<file path="config.mk">
export PLATFORM = sky130hd
export DESIGN_NAME = fetch_unit
export DESIGN_NICKNAME = d
export VERILOG_FILES = /design/src/rtl/fetch_pkg.sv /design/src/rtl/fetch_fifo.sv /design/src/rtl/fetch_unit.sv
export SDC_FILE = /design/constraint.sdc
export NUM_CORES = 1
export LEC_CHECK = 0
export ABC_AREA = 1
export BUFFER_PORTS_ARGS = -buffer_cell sky130_fd_sc_hd__buf_2
export CAP_MARGIN = 20
export CORE_MARGIN = 10
export CORE_UTILIZATION = 55
export CTS_BUF_LIST = sky130_fd_sc_hd__clkbuf_8
export DETAILED_ROUTE_END_ITERATION = 16
export PLACE_DENSITY_LB_ADDON = 0.1
export SYNTH_ARGS = -nofsm -noshare
export SYNTH_HDL_FRONTEND = slang
export SYNTH_HIERARCHICAL = 1
export SYNTH_SLANG_ARGS = --single-unit
</file>
<file path="constraint.sdc">
create_clock -name clk -period 5.8 [get_ports clk]
set_input_delay 1.16 -clock clk [delete_from_list [all_inputs] [get_ports clk]]
set_output_delay 1.16 -clock clk [all_outputs]
set_load 0.05 [all_outputs]
</file>
<file path="src/rtl/fetch_pkg.sv">
// Shared definitions for the instruction fetch unit: FSM encoding and default sizing.
package fetch_pkg;

  localparam int DEFAULT_WIDTH = 32;
  localparam int DEFAULT_DEPTH = 4;

  typedef enum logic {
    IDLE  = 1'b0,
    FETCH = 1'b1
  } fetch_state_e;

endpackage

</file>
<file path="src/rtl/fetch_fifo.sv">
// Prefetch buffer: DEPTH entries of {address, word}; flush empties it and wins over push/pop.
module fetch_fifo #(
  parameter int WIDTH = 32,
  parameter int DEPTH = 4
) (
  input  logic                       clk,
  input  logic                       reset_n,
  input  logic                       push,
  input  logic                       pop,
  input  logic                       flush,
  input  logic [2*WIDTH-1:0]         push_entry,
  output logic [2*WIDTH-1:0]         head_entry,
  output logic [$clog2(DEPTH):0]     count
);

  localparam int AW = $clog2(DEPTH);

  logic [2*WIDTH-1:0] mem [DEPTH];
  logic [AW-1:0]      wr_ptr;
  logic [AW-1:0]      rd_ptr;

  // The owner never pushes when full nor pops when empty, so no guards here.
  always_ff @(posedge clk or negedge reset_n) begin
    if (!reset_n) begin
      wr_ptr <= '0;
      rd_ptr <= '0;
      count  <= '0;
    end else if (flush) begin
      wr_ptr <= '0;
      rd_ptr <= '0;
      count  <= '0;
    end else begin
      if (push) wr_ptr <= wr_ptr + 1'b1;
      if (pop)  rd_ptr <= rd_ptr + 1'b1;
      case ({push, pop})
        2'b10:   count <= count + 1'b1;
        2'b01:   count <= count - 1'b1;
        default: count <= count;
      endcase
    end
  end

  always_ff @(posedge clk) begin
    if (push && !flush) mem[wr_ptr] <= push_entry;
  end

  assign head_entry = mem[rd_ptr];

endmodule

</file>
<file path="src/rtl/fetch_unit.sv">
// Instruction fetch: PC/issue FSM driving a one-cycle-latency ROM into a prefetch FIFO.
module fetch_unit
  import fetch_pkg::*;
#(
  parameter int WIDTH = DEFAULT_WIDTH,
  parameter int DEPTH = DEFAULT_DEPTH
) (
  input  logic             clk,
  input  logic             reset_n,
  input  logic             start,
  input  logic [WIDTH-1:0] start_address,
  output logic [WIDTH-1:0] rom_address,
  input  logic [WIDTH-1:0] rom_data,
  input  logic             redirect_valid,
  input  logic [WIDTH-1:0] redirect_address,
  output logic             instr_valid,
  output logic [WIDTH-1:0] instr_data,
  output logic [WIDTH-1:0] instr_address,
  input  logic             instr_ready,
  output fetch_state_e     fsm_state
);

  localparam int AW = $clog2(DEPTH);

  fetch_state_e       state, state_next;
  logic [WIDTH-1:0]   pc, pc_next;
  logic               pending, pending_next;
  logic [WIDTH-1:0]   pending_addr, pending_addr_next;
  logic [AW:0]        count;
  logic [AW+1:0]      occupancy;
  logic               issue;
  logic               capture;
  logic               pop;
  logic               flush;
  logic [2*WIDTH-1:0] head_entry;

  // Handshake: the head transfers on any edge where instr_valid && instr_ready
  // and no redirect is present; instr_valid never depends on instr_ready.
  assign occupancy = {1'b0, count} + {{(AW + 1){1'b0}}, pending};
  assign issue     = (state == FETCH) && !redirect_valid && (occupancy < (AW + 2)'(DEPTH));
  assign capture   = pending && !redirect_valid;
  assign flush     = (state == FETCH) && redirect_valid;
  assign pop       = instr_valid && instr_ready && !redirect_valid;

  always_ff @(posedge clk or negedge reset_n) begin
    if (!reset_n) begin
      state        <= IDLE;
      pc           <= '0;
      pending      <= 1'b0;
      pending_addr <= '0;
    end else begin
      state        <= state_next;
      pc           <= pc_next;
      pending      <= pending_next;
      pending_addr <= pending_addr_next;
    end
  end

  always_comb begin
    state_next        = state;
    pc_next           = pc;
    pending_next      = pending;
    pending_addr_next = pending_addr;
    case (state)
      IDLE: begin
        if (start) begin
          state_next   = FETCH;
          pc_next      = start_address;
          pending_next = 1'b0;
        end
      end
      FETCH: begin
        if (redirect_valid) begin
          pc_next      = redirect_address;
          pending_next = 1'b0;
        end else if (issue) begin
          pc_next           = pc + 1'b1;
          pending_next      = 1'b1;
          pending_addr_next = pc;
        end else begin
          pending_next = 1'b0;
        end
      end
      default: state_next = IDLE;
    endcase
  end

  fetch_fifo #(
    .WIDTH (WIDTH),
    .DEPTH (DEPTH)
  ) u_fifo (
    .clk        (clk),
    .reset_n    (reset_n),
    .push       (capture),
    .pop        (pop),
    .flush      (flush),
    .push_entry ({pending_addr, rom_data}),
    .head_entry (head_entry),
    .count      (count)
  );

  assign rom_address   = pc;
  assign instr_valid   = (count != '0);
  assign instr_address = head_entry[2*WIDTH-1:WIDTH];
  assign instr_data    = head_entry[WIDTH-1:0];
  assign fsm_state     = state;

endmodule

</file>
## Word-level counts from Yosys, hierarchy flattened

Memory sizes are Yosys's and may differ from the RTL's.
Index checks and enable logic that the tools add are counted.

- Bits in registers: 73
- Memory bits (writable): 256
- Bits of input ports: 101
- Output and inout bits: 98
- Word-level logic and storage cells: 54
- Memories kept: 1

Memory list:

| name | words | width | rd ports | clocked after Yosys merged registers in | wr ports | line | RTL |
|---|---|---|---|---|---|---|---|
| u_fifo.mem | 4 | 64 | 1 | 0 | 1 | fetch_fifo.sv:18 | `logic [2*WIDTH-1:0] mem [DEPTH];` |

- $add $sub $neg: 6
- $lt $le $gt $ge: 1
- Equality and inequality tests: 4
- Mux-type cells: 18
- Bitwise operators: 2
- Reduce and logical (&&, ||, !) cells: 15

Operator list:

| operator | count |
|---|---|
| $mux W32 | 3 |
| $pmux W32 S2 | 1 |
| $add A32 B1 Y32 const B | 1 |
| $mux W2 | 4 |
| $logic_and A1 B1 Y1 | 7 |
| $mux W1 | 7 |
| $pmux W3 S2 | 1 |
| $reduce_bool A3 Y1 | 2 |
| $add A2 B1 Y2 const B | 2 |
| $add A3 B1 Y4 | 1 |
| $lt A4 B3 Y1 const B | 1 |
| $reduce_bool A2 Y1 | 2 |
| $add A3 B1 Y3 const B | 1 |
| $mux W3 | 1 |
| $ne A3 B2 Y1 const B | 1 |
| $reduce_and A3 Y1 | 1 |
| $sub A3 B1 Y3 const B | 1 |
| $eq A2 B1 Y1 const B | 1 |
| $eq A2 B2 Y1 const B | 1 |
| $logic_not A1 Y1 | 2 |
| $ne A2 B2 Y1 const B | 1 |
| $not A1 Y1 | 2 |
| $pmux W1 S2 | 1 |
| $reduce_and A2 Y1 | 1 |

## Logic depth before layout (Yosys ltp)

Gate-level depths: netlist (run 1).

- Word-level depth: 6
- Mapped depth: 13
- Mapped depth without buffers: 13

## By module

Netlist (run 1), hierarchy kept.

Modules (own cells, without submodules):

| module | times used | cells an instance | area each (um^2) | seq. area each (um^2) |
|---|---|---|---|---|
| fetch_fifo | 1 | 677 | 9,933.3 | 7,862.5 |
| fetch_unit | 1 | 532 | 3,906.2 | 1,651.6 |

## Worst setup path after synthesis (run 1)

Ideal clock, no wire load.

- Kind: input to register
- From: in redirect_valid
- To: mem u_fifo/mem[0][0] (netlist bit), enable pin
- Library setup time: 486 ps
- Data arrival time: 4,380 ps
- Required time: 5,314 ps
- Slack: 934 ps
- Stages: 6
- Buffers on the path: 1
- Path through: nand2_1 -> inv_1 -> buf_2 -> inv_2 -> nand2_1 -> nor2_1

- Cells in the longest elaborated chain, start to end: 5
- Elaborated cells between the ends (all ways): 7
- Classes of those cells: 2 x mux; 5 x reduce/logical

Ends and longest elaborated chain:

| what | line | RTL |
|---|---|---|
| start, declared | fetch_unit.sv:14 | `input logic redirect_valid,` |
| $logic_and A1 B1 Y1 | fetch_unit.sv:42 | `assign flush = (state == FETCH) && redirect_valid;` |
| via flush | fetch_unit.sv:34 | `logic flush;` |
| $logic_not A1 Y1 | fetch_fifo.sv:44 | `if (push && !flush) mem[wr_ptr] <= push_entry;` |
| $logic_and A1 B1 Y1 | fetch_fifo.sv:44 |  |
| $mux W1 | fetch_fifo.sv:44 |  |
| $mux W1 (implied by the code) | fetch_fifo.sv:44 |  |
| end, declared | fetch_fifo.sv:18 |  |

The timed path passes the listed nets, and every way through them passes these cells.

## Worst setup path in the final report (run 1)

- From: reg u_fifo.rd_ptr[0]
- To: out instr_address[22]

- Cells in the longest elaborated chain, start to end: 1

Ends and longest elaborated chain:

| what | line | RTL |
|---|---|---|
| start, declared | fetch_fifo.sv:20 | `logic [AW-1:0] rd_ptr;` |
| start signal, assigned | fetch_fifo.sv:34 | `if (pop) rd_ptr <= rd_ptr + 1'b1;` |
| $mem_v2 Z4 W64 | n/a |  |
| end, declared | fetch_unit.sv:18 | `output logic [WIDTH-1:0] instr_address,` |

No other way between the ends.

==> results.ini, run 1 <==
[drt]
via_per_inst = 5.46
ant_nets = 0
drt_iter0_drc = 664
vias = 9714
wire_per_inst_um = 18.0
wirelength_um = 32000
drc = 0
first_pass_iters = 5

[synth]
yosysTopAreaCell = edfxtp_1
synth_warnings = 6
ys_types = 36
postSynthCellCount = 1209
synthTopCellsByArea = edfxtp_1, dfrtp_1, nor2_1
syn_area_per_cell_um2 = 11.4
synth_edf_count = 256
ys.flop_type = edfxtp_1
synth_nets = 1316
ys_seq_area_share_pct = 68.7
synth-async-reset-ratio_pct = 22.2
ys_ff_latch = 329
synth_top_area_share_pct = 55.5
synth_area_mm2 = 0.0138

[worst_setup_path]
worstSetupPathType = register to output port
cp-start-kind = register
arrival_ps = 3070
crit_fanout = 67
crit_path_end_kind = output port
cp.required_ps = 4640

[global_routing]
grt_overflow_total = 0
antenna_found_initial = 0
grt_max_degree = 74
grt_first_pass_wirelength_um = 51100
gr-usage-all-layers_pct = 20.0
grt_pass1_vias = 9802

[sta]
clock_skew_ps = 20.3
min_period_ps = 4230
setup_viol = 0
tns_ps = 0
worst_pin_slew_ps = 977
rsz0062_at_grt = no
post-route-period-util_pct = 73.0
slew_viol_final = 0
max_freq_mhz = 236
hold_viol_final = 0
relSlewSlack_pct = 34.9

[place]
place.gp.congestion = 0.888
dpl.hpwl_um = 20500
place_area_mm2 = 0.0150
portBuffers = 198

[clocking]
post_cts_buffers = 0
clock_sinks = 329
root_buffer = clkbuf_8
cts_tree = done
cts_hold_buf = 0
cts_buffers = 53
cts.path.max_buffers = 3
cts_repair_resize_count = 0
insertion_delay_ps = 570
htree_num_levels = 2
clkTransAtPathRegs_ps = 60

[power]
power_density_mw_per_mm2 = 336
ir_drop_v = 0.000176
seqPwrFrac_pct = 52.5
p_clk_share_pct = 34.4
switchingPower_mw = 1.53
leakagePower_nw = 6.34
power_frac_comb_pct = 13.2
p_int_mw = 3.86
p_sw_share_pct = 28.4

[status]
status = finished, final reports clean

[flow_run]
maxCapViolations = 0

[cells_and_area]
final_cell_mix = edfxtp_1, nor2_1, buf_2
layout_commonest_cell = edfxtp_1
antenna-diode-count = 0
syn2layout_area_growth_pct = 15.6
fin_nets = 1519
finalInstanceArea_mm2 = 0.0160
drive_above_1_share_pct = 21.9

[floorplanning]
start_util_pct = 56.4
die_w_um = 179
num_rows = 57
dieArea_mm2 = 0.0319
die_height_um = 179
coreArea_mm2 = 0.0245
ios = 199

[worst_hold_path]
hold_class = register to register

[registers in the layout (all words and copies together), names as in the netlist]
signal         cells
u_fifo/rd_ptr      2
u_fifo/mem       256
pending            1
u_fifo/count       3
rom_address       32
pending_addr      32
u_fifo/wr_ptr      2
fsm_state          1
[routing by layer]
metal	global-route usage [%]	vias up	part of all wire [%]
li1	-	4705	-
met1	26.6	4626	44
met2	31.3	343	46
met3	5.71	40	8.0
met4	5.89	0	1.7
met5	0	-	0
[worst max-delay path, stage by stage (launching register included)]
cell     delay, ps
dfrtp_4        730
inv_4          590
buf_4          460
nor2_1          70
o22ai_1        290
buf_2          330
[kinds of logic (layout without fill, tap and decap cells)]
group,Yosys count,after routing,synth area share [%]
simple gates,450,450,13.2
flops,329,329,68.7
compound gates,291,291,12.0
buf+inv,115,361,4.20
mux,10,10,0.814
xor+xnor,8,8,0.506
fa+ha+maj,6,6,0.597
[through the flow]
step                      setup slack (ps)  total power [mW]  instances  hold WS (ps)  util, %
final                                 1570              5.38       1779           506     65.2
after global routing                  1380              5.62       1779           521     65.2
after CTS                             1480              5.43       1779           493     65.2
after detailed placement              2110              3.58       1681           506     61.1
after global placement                2160              3.57       1681           499     61.1
after floorplan                        934              3.34       1209           471        -
[power by group through the flow]
stage	Clock [mW]	Sequential [mW]	Combinational [mW]
after floorplan	0	2.91	0.430
after global placement	0	2.86	0.707
after detailed placement	0	2.87	0.714
after CTS	1.89	2.82	0.717
after global routing	2.01	2.84	0.770
final	1.85	2.82	0.708
[area by class of cell]
type	count	area, µm²
clock buffer	56	771
clock inverter	42	236
fill	1949	8540
inverter	52	198
multi-input combinational	765	3770
sequential	329	9520
tap	324	405
timing repair buffer	211	1090
[path summary, 6_finish.rpt]
check	slack (ps)	end	cells after the start	from
min in group asynchronous	780	rom_address[29]	2	reset_n
hold reg to reg	510	u_fifo/mem[0][54]	0	pending_addr[22]
hold / removal	510	u_fifo/mem[0][54]	0	pending_addr[22]
setup reg to reg	3050	rom_address[6]	7	fsm_state
setup / recovery	1570	instr_address[22]	5	u_fifo/rd_ptr[0]
max in group asynchronous	4260	u_fifo/rd_ptr[0]	2	reset_n
[cells in the mapped netlist (12+ instances only)]
| master | number |
|---|---|
| inv_1 | 47 |
| o22ai_1 | 65 |
| nand2_1 | 175 |
| a22o_1 | 25 |
| o21ai_0 | 115 |
| a21oi_1 | 30 |
| buf_2 | 19 |
| nand3_1 | 25 |
| buf_6 | 12 |
| o21ai_1 | 47 |
| dfrtp_1 | 73 |
| clkbuf_1 | 25 |
| nor2_1 | 224 |
| edfxtp_1 | 256 |
No activity file was read; power rests on OpenSTA's default activity.
==> run 2: changes to the inputs <==
ABC_AREA = 0   (was 1)
CORE_UTILIZATION = 53   (was 55)
clock period = 3.8 ns   (was 5.8 ns; I/O delays follow)
==> run 2 against run 1 <==
  * Synthesized cell count is 38% lower
  * Combinational power is 71% higher
  * Highest routed layer unchanged
  * Sequential power is 56% higher
  * Largest power group unchanged
  * Critical path depth fell by 2
  * Non-clock buffer count is 9 higher
  * Clock skew grew 5.4 ps
  * First-iteration DRC count fell by 26%
  * Final area fell by 2.1%
  * Wire length down 3.3%
  * Via count fell by 19%
  * Worst setup slack lost 1100 ps
  * Flip-flop and latch count unchanged
==> results.ini, run 2 <==
[worst_setup_path]
crit_path_end_kind = output port  ; unchanged
reg2reg_slack_ps = 530  ; was 3050 ps
cp-start-kind = register  ; unchanged
reg2reg_from = fsm_state  ; unchanged
worstSetupEndpoint = instr_address[15]  ; was instr_address[22]
cp.required_ps = 3040  ; was 4640 ps
crit_fanout = 25  ; was 67
arrival_ps = 2530  ; was 3070 ps
worstSetupPathType = register to output port  ; unchanged
crit_start = u_fifo/rd_ptr[0]  ; unchanged
reg2reg_depth = 4  ; was 7
reg2reg_to = rom_address[30]  ; was rom_address[6]

[sta]
worst_slack_ps = 508  ; was 1570 ps
relSlewSlack_pct = 35.8  ; was 34.9%
slew_viol_final = 0  ; unchanged
whs_ps = 334  ; was 506 ps
setup_viol = 0  ; unchanged
rsz0062_at_grt = no  ; unchanged
post-route-period-util_pct = 86.6
hold_viol_final = 0  ; unchanged
clock_skew_ps = 25.7  ; was 20.3 ps
min_period_ps = 3290
worst_pin_slew_ps = 962  ; was 977 ps
max_freq_mhz = 304
tns_ps = 0  ; unchanged

[floorplanning]
die_w_um = 178  ; was 179 µm
num_rows = 57  ; unchanged
start_util_pct = 54.1  ; was 56.4%
ios = 199  ; unchanged
dieArea_mm2 = 0.0317  ; was 0.0319 mm²
coreArea_mm2 = 0.0245  ; about the same
die_height_um = 178  ; was 179 µm

[synth]
syn_area_per_cell_um2 = 17.8  ; was 11.4 µm²
ys_seq_area_share_pct = 71.8  ; was 68.7%
synth_top_area_share_pct = 58.0  ; was 55.5%
ys_types = 56  ; was 36
synth_area_mm2 = 0.0132  ; was 0.0138 mm²
postSynthCellCount = 746  ; was 1,209
synthTopCellsByArea = edfxtp_1, dfrtp_1, mux4_2  ; was edfxtp_1, dfrtp_1, nor2_1
ys_ff_latch = 329  ; unchanged
synth.most_common_cell = edfxtp_1  ; unchanged
synth_warnings = 6  ; unchanged
synth_edf_count = 256  ; unchanged
synth-async-reset-ratio_pct = 22.2  ; unchanged
ys.flop_type = edfxtp_1  ; unchanged
synth_nets = 853  ; was 1,316
synthTopCellsByCount = edfxtp_1, dfrtp_1, mux4_2, o21ai_0, nand2_1  ; was edfxtp_1, nor2_1, nand2_1, o21ai_0, dfrtp_1
yosysTopAreaCell = edfxtp_1  ; unchanged

[clocking]
cts_hold_buf = 0  ; unchanged
cts_tree = done  ; unchanged
htree_num_levels = 2  ; unchanged
insertion_delay_ps = 560  ; was 570 ps
root_buffer = clkbuf_8  ; unchanged
cts_repair_resize_count = 0  ; unchanged
clkTransAtPathRegs_ps = 60  ; about the same
cts_buffers = 52  ; was 53
cts.path.max_buffers = 3  ; unchanged
clock_sinks = 329  ; unchanged
post_cts_buffers = 0  ; unchanged

[drt]
wirelength_um = 31000  ; was 32,000 µm
wire_per_inst_um = 23.0  ; was 18.0 µm
drt_iter0_drc = 491  ; was 664
ant_nets = 0  ; unchanged
first_pass_iters = 5  ; unchanged
vias = 7834  ; was 9,714
via_per_inst = 5.82  ; was 5.46
drc = 0  ; unchanged

[global_routing]
grt_max_degree = 74  ; unchanged
antenna_found_initial = 0  ; unchanged
grt_overflow_total = 0  ; unchanged
grt_pass1_vias = 8358  ; was 9,802
grt_first_pass_wirelength_um = 47900  ; was 51,100 µm
gr-usage-all-layers_pct = 19.5  ; was 20.0%

[flow_run]
maxCapViolations = 0  ; unchanged

[status]
status = finished, final reports clean  ; unchanged

[cells_and_area]
max_flop_register = u_fifo/mem  ; unchanged
fin_nets = 1083  ; was 1,519
post-route-util_pct = 64.0  ; was 65.2%
largest_reg_flops = 256  ; unchanged
final_cell_mix = edfxtp_1, buf_2, dfrtp_1  ; was edfxtp_1, nor2_1, buf_2
drive_above_1_share_pct = 38.9  ; was 21.9%
finalInstanceArea_mm2 = 0.0157  ; was 0.0160 mm²
fillers = 1786  ; was 1,949
multi_input_area_mm2 = 0.00348  ; was 0.00377 mm²
regArea_mm2 = 0.00952  ; about the same
fin_cells = 1345  ; was 1,779
layout_commonest_cell = edfxtp_1  ; unchanged
syn2layout_area_growth_pct = 18.2  ; was 15.6%

[worst_hold_path]
hold_class = primary input to asynchronous set/reset pin  ; was register to register

[place]
placedCellCount = 1246  ; was 1,681
pre_cts_ws_ps = 430  ; was 2110 ps
portBuffers = 198  ; unchanged
place_area_mm2 = 0.0147  ; was 0.0150 mm²
place.gp.congestion = 0.851  ; was 0.888
dpl.hpwl_um = 21000  ; was 20,500 µm

[power]
power_density_mw_per_mm2 = 534  ; was 336 mW/mm²
power_mw = 8.35  ; was 5.38 mW
ir_drop_v = 0.000248  ; was 0.000176 V
leakagePower_nw = 5.77  ; was 6.34 nW

==> run 2: critical path: stages, from the launching register on <==
cell and delay, ps:
dfrtp_4 760, buf_4 340, mux4_2 610, buf_2 250
==> run 2: power breakdown <==
group / internal [mW] / leakage, nW / switching (mW)
Clock: 1.46 / 0.612 / 1.29
Sequential: 4.16 / 3.21 / 0.239
Combinational: 0.394 / 1.94 / 0.814
==> run 2: area by class of cell <==
| type | count | area share [%] |
|---|---|---|
| diodes | 1 | 0.0160 |
| clock buffers | 61 | 5.36 |
| clock inverters | 37 | 0.991 |
| inverters | 11 | 0.264 |
| multi-input cells | 362 | 22.2 |
| flip-flops and latches | 329 | 60.8 |
| well taps | 324 | 2.59 |
| repair buffers | 220 | 7.72 |
==> run 2: how the worst min path moves through the flow <==
stage                   endpoint  slack, ps  depth (start not counted)
5_1_grt        u_fifo/mem[2][12]        380                          1
4_1_cts         pending_addr[19]        360                          1
3_5_place_dp             pending        500                          2
3_3_place_gp   u_fifo/mem[0][63]        490                          0
2_1_floorplan          fsm_state        460                          0
6_report        pending_addr[14]        330                          1
==> run 2: layer usage <==
layer | vias up | track usage (%) | wire length [µm]
met5 | - | 0 | 0
met4 | 0 | 4.93 | 412
met3 | 32 | 5.03 | 2350
met2 | 302 | 32.7 | 15600
met1 | 4013 | 24.8 | 12600
li1 | 3487 | - | -
==> run 2: cells by family after synthesis <==
| logic type | after synthesis | synth area share (%) |
|---|---|---|
| flops | 329 | 71.8 |
| mux | 94 | 13.4 |
| fa+ha+maj | 6 | 0.623 |
| buf+inv | 55 | 2.11 |
| simple gates | 122 | 5.28 |
| compound gates | 134 | 6.37 |
| xor+xnor | 6 | 0.397 |
